File: src/rtl/serial_programmer_pkg.sv
// Shared types and frame constants for the serial gain-stage programmer.
package serial_programmer_pkg;

    typedef enum logic [2:0] {
        StIdle,
        StRst,
        StShift,
        StWait,
        StDone,
        StError
    } state_e;

    localparam int unsigned FrameLen = 6;
    localparam int unsigned GainA1W  = 2;
    localparam int unsigned GainA2W  = 3;

endpackage

File: src/rtl/sync2.sv
// Two-flop synchronizer for a single asynchronous level input.
module sync2 (
    input  logic clk,
    input  logic rst,
    input  logic d,
    output logic q
);

    logic ff1_q;
    logic ff2_q;

    always_ff @(posedge clk or posedge rst) begin
        if (rst) begin
            ff1_q <= 1'b0;
            ff2_q <= 1'b0;
        end else begin
            ff1_q <= d;
            ff2_q <= ff1_q;
        end
    end

    assign q = ff2_q;

endmodule

File: src/rtl/serial_programmer.sv
// Resets a downstream gain stage, shifts a 6-bit gain frame out serially, then waits for ready.
module serial_programmer
    import serial_programmer_pkg::*;
#(
    parameter int unsigned CLK_DIV    = 2,
    parameter int unsigned RST_CYCLES = 4,
    parameter int unsigned TIMEOUT    = 64
) (
    input  logic               i_clk,
    input  logic               i_reset,
    input  logic               i_start,
    input  logic [GainA1W-1:0] i_gainA1,
    input  logic [GainA2W-1:0] i_gainA2,
    input  logic               i_ready,
    output logic               o_resetbAll,
    output logic               o_sclk,
    output logic               o_sdin,
    output logic               o_busy,
    output logic               o_done,
    output logic               o_err
);

    localparam logic [9:0] RstLast = 10'(RST_CYCLES - 1);
    localparam logic [9:0] DivLast = 10'(CLK_DIV - 1);
    localparam logic [9:0] ToLast  = 10'(TIMEOUT - 1);
    localparam logic [2:0] BitLast = 3'(FrameLen - 1);

    state_e               state_q, state_d;
    logic [9:0]           cnt_q, cnt_d;
    logic [2:0]           bit_q, bit_d;
    logic [2:0]           bit_nxt;
    logic                 sclk_q, sclk_d;
    logic                 sdin_q, sdin_d;
    logic                 resetb_q, resetb_d;
    logic [GainA1W-1:0]   a1_q, a1_d;
    logic [GainA2W-1:0]   a2_q, a2_d;
    logic [FrameLen-1:0]  frame;
    logic                 ready_sync;

    sync2 u_sync_ready (
        .clk (i_clk),
        .rst (i_reset),
        .d   (i_ready),
        .q   (ready_sync)
    );

    // Bit 0 is the dummy lead bit, then A1 LSB-first, then A2 LSB-first.
    assign frame   = {a2_q, a1_q, 1'b0};
    assign bit_nxt = bit_q + 3'd1;

    always_comb begin
        state_d  = state_q;
        cnt_d    = cnt_q;
        bit_d    = bit_q;
        sclk_d   = sclk_q;
        sdin_d   = sdin_q;
        resetb_d = resetb_q;
        a1_d     = a1_q;
        a2_d     = a2_q;
        unique case (state_q)
            StIdle, StDone, StError: begin
                if (state_q == StDone) state_d = StIdle;
                if (i_start) begin
                    state_d  = StRst;
                    a1_d     = i_gainA1;
                    a2_d     = i_gainA2;
                    cnt_d    = '0;
                    bit_d    = '0;
                    sclk_d   = 1'b0;
                    sdin_d   = 1'b0;
                    resetb_d = 1'b0;
                end
            end
            StRst: begin
                if (cnt_q == RstLast) begin
                    state_d  = StShift;
                    cnt_d    = '0;
                    bit_d    = '0;
                    resetb_d = 1'b1;
                    sdin_d   = frame[0];
                end else begin
                    cnt_d = cnt_q + 10'd1;
                end
            end
            StShift: begin
                if (cnt_q == DivLast) begin
                    cnt_d  = '0;
                    sclk_d = ~sclk_q;
                    // Data only moves on the falling edge of sclk.
                    if (sclk_q) begin
                        if (bit_q == BitLast) begin
                            state_d = StWait;
                            sclk_d  = 1'b0;
                            sdin_d  = 1'b0;
                            bit_d   = '0;
                        end else begin
                            bit_d  = bit_nxt;
                            sdin_d = frame[bit_nxt];
                        end
                    end
                end else begin
                    cnt_d = cnt_q + 10'd1;
                end
            end
            StWait: begin
                if (ready_sync) begin
                    state_d = StDone;
                    cnt_d   = '0;
                end else if (cnt_q == ToLast) begin
                    state_d = StError;
                    cnt_d   = '0;
                end else begin
                    cnt_d = cnt_q + 10'd1;
                end
            end
            default: state_d = StIdle;
        endcase
    end

    always_ff @(posedge i_clk or posedge i_reset) begin
        if (i_reset) begin
            state_q  <= StIdle;
            cnt_q    <= '0;
            bit_q    <= '0;
            sclk_q   <= 1'b0;
            sdin_q   <= 1'b0;
            resetb_q <= 1'b0;
            a1_q     <= '0;
            a2_q     <= '0;
        end else begin
            state_q  <= state_d;
            cnt_q    <= cnt_d;
            bit_q    <= bit_d;
            sclk_q   <= sclk_d;
            sdin_q   <= sdin_d;
            resetb_q <= resetb_d;
            a1_q     <= a1_d;
            a2_q     <= a2_d;
        end
    end

    assign o_resetbAll = resetb_q;
    assign o_sclk      = sclk_q;
    assign o_sdin      = sdin_q;
    assign o_busy      = (state_q == StRst) || (state_q == StShift) || (state_q == StWait);
    assign o_done      = (state_q == StDone);
    assign o_err       = (state_q == StError);

endmodule

File: config.mk
export PLATFORM = sky130hd
export DESIGN_NAME = serial_programmer
export DESIGN_NICKNAME = d
export VERILOG_FILES = /design/src/rtl/serial_programmer_pkg.sv /design/src/rtl/sync2.sv /design/src/rtl/serial_programmer.sv
export SDC_FILE = /design/constraint.sdc
export NUM_CORES = 1
export LEC_CHECK = 0
export BUFFER_PORTS_ARGS = -buffer_cell sky130_fd_sc_hd__buf_4
export CORE_ASPECT_RATIO = 0.7
export CORE_MARGIN = 5
export CORE_UTILIZATION = 45
export CTS_CLUSTER_DIAMETER = 50
export DETAILED_ROUTE_END_ITERATION = 6
export SLEW_MARGIN = 20
export SYNTH_ARGS = -nofsm -noshare
export SYNTH_HDL_FRONTEND = slang
export SYNTH_SLANG_ARGS = --single-unit
File: constraint.sdc
create_clock -name i_clk -period 3.2 [get_ports i_clk]
set_input_delay 0.32 -clock i_clk [delete_from_list [all_inputs] [get_ports i_clk]]
set_output_delay 0.32 -clock i_clk [all_outputs]
set_load 0.01 [all_outputs]
# Word-level counts from Yosys, hierarchy flattened
# Cells that the tools add are included.
[word_totals] reg_bits=26 wordCells=79
[classes] add_sub_neg=2 n_lt_le_gt_ge=1 n_eq_ne=16 mux=35 bitwise=1 reduce_logical=14
[op_table] op="10-bit 2-to-1 mux" count=5
[op_table] op="10-bit one-hot mux with 4 select lines" count=1
[op_table] op="3-bit 2-to-1 mux" count=13
[op_table] op="3-bit one-hot mux with 4 select lines" count=1
[op_table] op="10-bit by 1-bit adder with 10-bit output (second input constant)" count=1
[op_table] op="10-bit by 1-bit equality test with 1-bit output (second input constant)" count=1
[op_table] op="10-bit by 2-bit equality test with 1-bit output (second input constant)" count=1
[op_table] op="10-bit by 6-bit equality test with 1-bit output (second input constant)" count=1
[op_table] op="1-bit 2-to-1 mux" count=10
[op_table] op="2-bit != test (second input constant)" count=5
[op_table] op="3-bit equality test (second input constant)" count=3
[op_table] op="3-bit one-hot mux with 3 select lines" count=1
[op_table] op="3-bit by 2-bit equality test with 1-bit output (second input constant)" count=2
[op_table] op="3-bit AND reduction" count=2
[op_table] op="6-bit AND reduction" count=1
[op_table] op="5-bit AND reduction" count=1
[op_table] op="3-bit by 4-bit less-than comparator with 1-bit output (second input constant)" count=1
[op_table] op="1-bit one-hot mux with 2 select lines" count=2
[op_table] op="2-bit AND reduction" count=2
[op_table] op="2-bit nonzero test" count=2
[op_table] op="4-bit nonzero test" count=1
[op_table] op="3-bit by 1-bit adder with 3-bit output (second input constant)" count=1
[op_table] op="1-bit binary-select mux with 3-bit select" count=1
[op_table] op="3-bit by 1-bit equality test with 1-bit output (second input constant)" count=1
[op_table] op="8 further kinds" count=9

# Logic depth before layout (Yosys ltp)
[logic_depth] ltp_word=7 ltp_mapped=8 ltp_nobuf=7

# Cells and area by module
# Synthesis repeated with hierarchy kept, for this count alone.
[unflattened] hier_cells=145 hier_area_um2=1438.9
[modules_own_cells] mod="serial_programmer" instances=1 cells_each=142 area_each_um2=1385.1 seq_area_each_um2=600.6
[modules_own_cells] mod="sync2" instances=1 cells_each=3 area_each_um2=53.8 seq_area_each_um2=50.0

# Worst setup path after synthesis
# OpenSTA, ideal clock, no wires.
[synth_timing] path_type="register to register" from="register cnt_q[9]" to="register state_q[0]" setup_ns=0.128 t_arrival_ns=1.997 required_time_ns=3.072 slack_ns=1.075 path_stages_with_launch=6 period_less_slack_ns=2.125 cell_sequence="dfrtp_1 -> or4_4 -> o311ai_4 -> nand3_2 -> a311oi_2 -> mux2_1"
[synth_via] elab_chain_len=3 word_cells_on_any_way=7 classes_between="6 x eq/ne; 1 x reduce/logical"
[synth_lines] element="from (decl)" line="serial_programmer.sv:29" text="logic [9:0] cnt_q, cnt_d;"
[synth_lines] element="from (signal assigned)" line="serial_programmer.sv:132" text="cnt_q <= cnt_d;"
[synth_lines] element="10-bit by 6-bit equality test with 1-bit output, or another cell as far along" line="serial_programmer.sv:109" text="end else if (cnt_q == ToLast) begin"
[synth_lines] element="3-bit by 2-bit != test with 1-bit output (no source line) or 2-bit != test (tied branches)"
[synth_lines] element="6-bit AND reduction (no source line) *"
[synth_lines] element="to (signal assigned)" line="serial_programmer.sv:122" text="state_q <= StIdle;"
[synth_lines] element="to (signal assigned)" line="serial_programmer.sv:131" text="state_q <= state_d;"
[synth_lines] element="to (decl)" line="serial_programmer.sv:28" text="state_e state_q, state_d;"
# Every way passes the cells marked *; elsewhere a longest branch is shown, timed or not.
# A chain may end at the register's enable or synchronous reset.

# Worst setup path after layout
# Same ends and word-level chain as after synthesis.

==> flow_metrics.tcl <==
set metrics [dict create \
    outcome "complete, no violations" \
    grt_max_degree 27 \
    ant_nets 0 \
    hpwl_mm 2.347 \
    relSlewSlack 0.3893 \
    clock_latency_ns 0.28 \
    drt_pass1_iterations 4 \
    drcViolationCount 0 \
    finalWeightedCongestion 0.7727 \
    grt_antenna_before_repair 0 \
    ios 15 \
    period_share 0.7034 \
    diodes 0 \
    ir_drop_uv 335.9 \
    hold_path_class "in2async" \
    vias 1141 \
    syn-num-nets 160 \
    nNetsFinal 175 \
    dp_cells 195 \
    yosysWarningCount 0 \
    leakagePower_nw 0.7496 \
    cts_buffer_depth 2 \
    critical_path_class "reg2reg" \
    period_minus_slack_ns 2.251 \
    synth-async-reset-ratio 1.000 \
    synth_edf_count 0 \
    yosysUniqueCellTypes 45 \
    rsz0062_at_grt "false" \
    row_count 17 \
    maxCapViolations 0 \
    slew_violations 0 \
    cts_made_buffers 3 \
    avgViaCountPerCell 5.734 \
    grt_use_total 0.1498 \
    final.setup.tns_ns 0 \
    end_kind "register" \
    detail_route.wl_per_cell_um 15.59 \
    cts_tree "built" \
    cts_resized 0 \
    grt_first_pass_wirelength_mm 5.340 \
    setup_viol 0 \
    hold_viol_final 0 \
    clkTransAtPathRegs_ns 0.10 \
    start_util 0.4722 \
    pre_cts_ws_ns 0.9560 \
    root_buffer "clkbuf_8" \
    worstPathRequired_ns 3.37 \
    worst_pin_slew_ns 0.9103 \
    grt_pass1_vias 1113 \
    crit_arrival_ns 2.42 \
    fin_ws_ns 0.9492 \
    htreeDepth 1 \
    synthToLayoutAreaGrowth_pct 12.29 \
    hold_buffers 0 \
    rrSetupSlack_ns 0.95 \
    dieArea_um2 4597 \
    io_buffers 14 \
    coreArea_um2 3169 \
    drive_above_1_share 0.2422 \
    cp_max_fo 5 \
    cts_setup_buffers 0 \
    syn-cell-area_um2 1496 \
    ys_seq_area_frac 0.4348 \
    num-fill-cells 284 \
    clock-sinks 26 \
    final_cells 199 \
    fp.dieH_um 58.25 \
    grt-ovfl-total 0 \
    ys_ff_latch 26 \
    clock.fmax_mhz 444.3 \
    drt-total-wl_mm 3.103 \
    start_kind "register" \
    synth-main-ff-cell "dfrtp_1" \
    syn_inst 147 \
    syn_area_per_cell_um2 10.18 \
    dieWidth_um 78.93 \
    power_density_nw_per_um2 922.3 \
    drt_iter0_markers 86 \
    fin_skew_ns 0.008619 \
]
[kinds of logic after synthesis]
group | share of synthesized area
compound gates | 0.1630
simple gates | 0.2207
xor+xnor | 0.01756
flops | 0.4348
fa+ha+maj | 0.03345
buf+inv | 0.04180
mux | 0.08863
[synth_stat cells (2+ instances only)]
cell | instances | area [um2]
o21ai_0 | 12 | 60.06
nand2_1 | 14 | 52.55
mux2_1 | 2 | 22.52
a21oi_1 | 4 | 20.02
dfrtp_1 | 26 | 650.6
nor3_1 | 4 | 20.02
inv_1 | 6 | 22.52
nand4_1 | 2 | 12.51
nand2b_1 | 2 | 12.51
mux2i_1 | 2 | 20.02
o31ai_1 | 2 | 15.01
nor2b_1 | 2 | 12.51
nor4_1 | 2 | 12.51
nor2_1 | 10 | 37.54
or3_1 | 2 | 12.51
ha_1 | 4 | 50.05
a21o_1 | 2 | 15.01
buf_4 | 2 | 15.01
xnor2_1 | 3 | 26.28
nor3b_1 | 5 | 37.54
mux2_2 | 8 | 90.09
nand3_1 | 5 | 25.02
and2b_2 | 2 | 17.52
and3_1 | 2 | 12.51
a22o_2 | 2 | 20.02
[critical path: stages, from the launching register on]
cell and delay (ns):
dfrtp_1 0.42, or4_4 0.58, o311ai_4 0.33, nand3_2 0.17
a311oi_2 0.27, mux2_1 0.36
[cell usage in the layout, fill, tap and decap left out, drive strengths merged, types with 2 or more instances in the layout]
master and n:
mux2i 2, or4 2, o21ai 13, nand2b 2, a21o 2, nand2 14
a22o 3, nor2 10, and3 3, dfrtp 26, or3 2, nor3b 5
a21oi 4, and2b 2, nand4 2, nand3 6, buf 14, ha 4
nor3 4, xnor2 3, o31ai 3, clkbuf 3, nor2b 2, nor4 2
mux2 10, inv 5
[cell type report]
cell class	count	area, um2	area share
Multi-Input combinational cell	111	783.3	0.4661
Timing Repair Buffer	14	105.1	0.06255
Clock buffer	3	41.29	0.02457
Sequential cell	26	650.6	0.3872
Inverter	6	22.52	0.01340
Clock inverter	1	30.03	0.01787
Tap cell	38	47.55	0.02829
[sequential cells by signal (all words and copies together), names as in the netlist, 2 cells and up]
name	flops
bit_q	3
a1_q	2
cnt_q	10
state_q	3
a2_q	3
[where the power goes]
| part | switching, mW | leakage (nW) | total (mW) | internal, mW |
|---|---|---|---|---|
| Combinational | 0.381 | 0.375 | 0.719 | 0.338 |
| Sequential | 0.129 | 0.339 | 0.553 | 0.425 |
| Clock | 0.110 | 0.0357 | 0.277 | 0.168 |
[path summary, 6_finish.rpt]
kind                                                 to                          from  depth (start not counted)
min                                cnt_q[3]$_DFFE_PP0P_                       i_reset                          2
max                              state_q[0]$_DFFE_PP0P_          cnt_q[9]$_DFFE_PP0P_                          5
max in group asynchronous          cnt_q[2]$_DFFE_PP0P_                       i_reset                          2
max reg2reg                      state_q[0]$_DFFE_PP0P_          cnt_q[9]$_DFFE_PP0P_                          5
min in group i_clk         u_sync_ready.ff1_q$_DFF_PP0_                       i_ready                          1
min reg2reg                    u_sync_ready.q$_DFF_PP0_  u_sync_ready.ff1_q$_DFF_PP0_                          0
[layer usage]
layer | track usage | vias up | routed length, um | part of all wire
met3 | 0.03261 | 5 | 109 | 0.035
li1 | - | 565 | - | -
met5 | 0 | - | 0 | 0
met4 | 0.05147 | 0 | 43 | 0.014
met1 | 0.2239 | 549 | 1646 | 0.53
met2 | 0.2128 | 22 | 1303 | 0.42
[through the flow]
stage                 util  power [mW]  instance area [um2]  hold WS [ns]
floorplan                -       1.121                 1496        0.3312
finish              0.5302       1.550                 1680        0.1204
CTS                 0.5302       1.564                 1680        0.1330
global placement    0.5077       1.251                 1609        0.3322
detailed placement  0.5077       1.278                 1609        0.3471
global route        0.5302       1.670                 1680        0.1305
(Power assumes the default switching activity.)
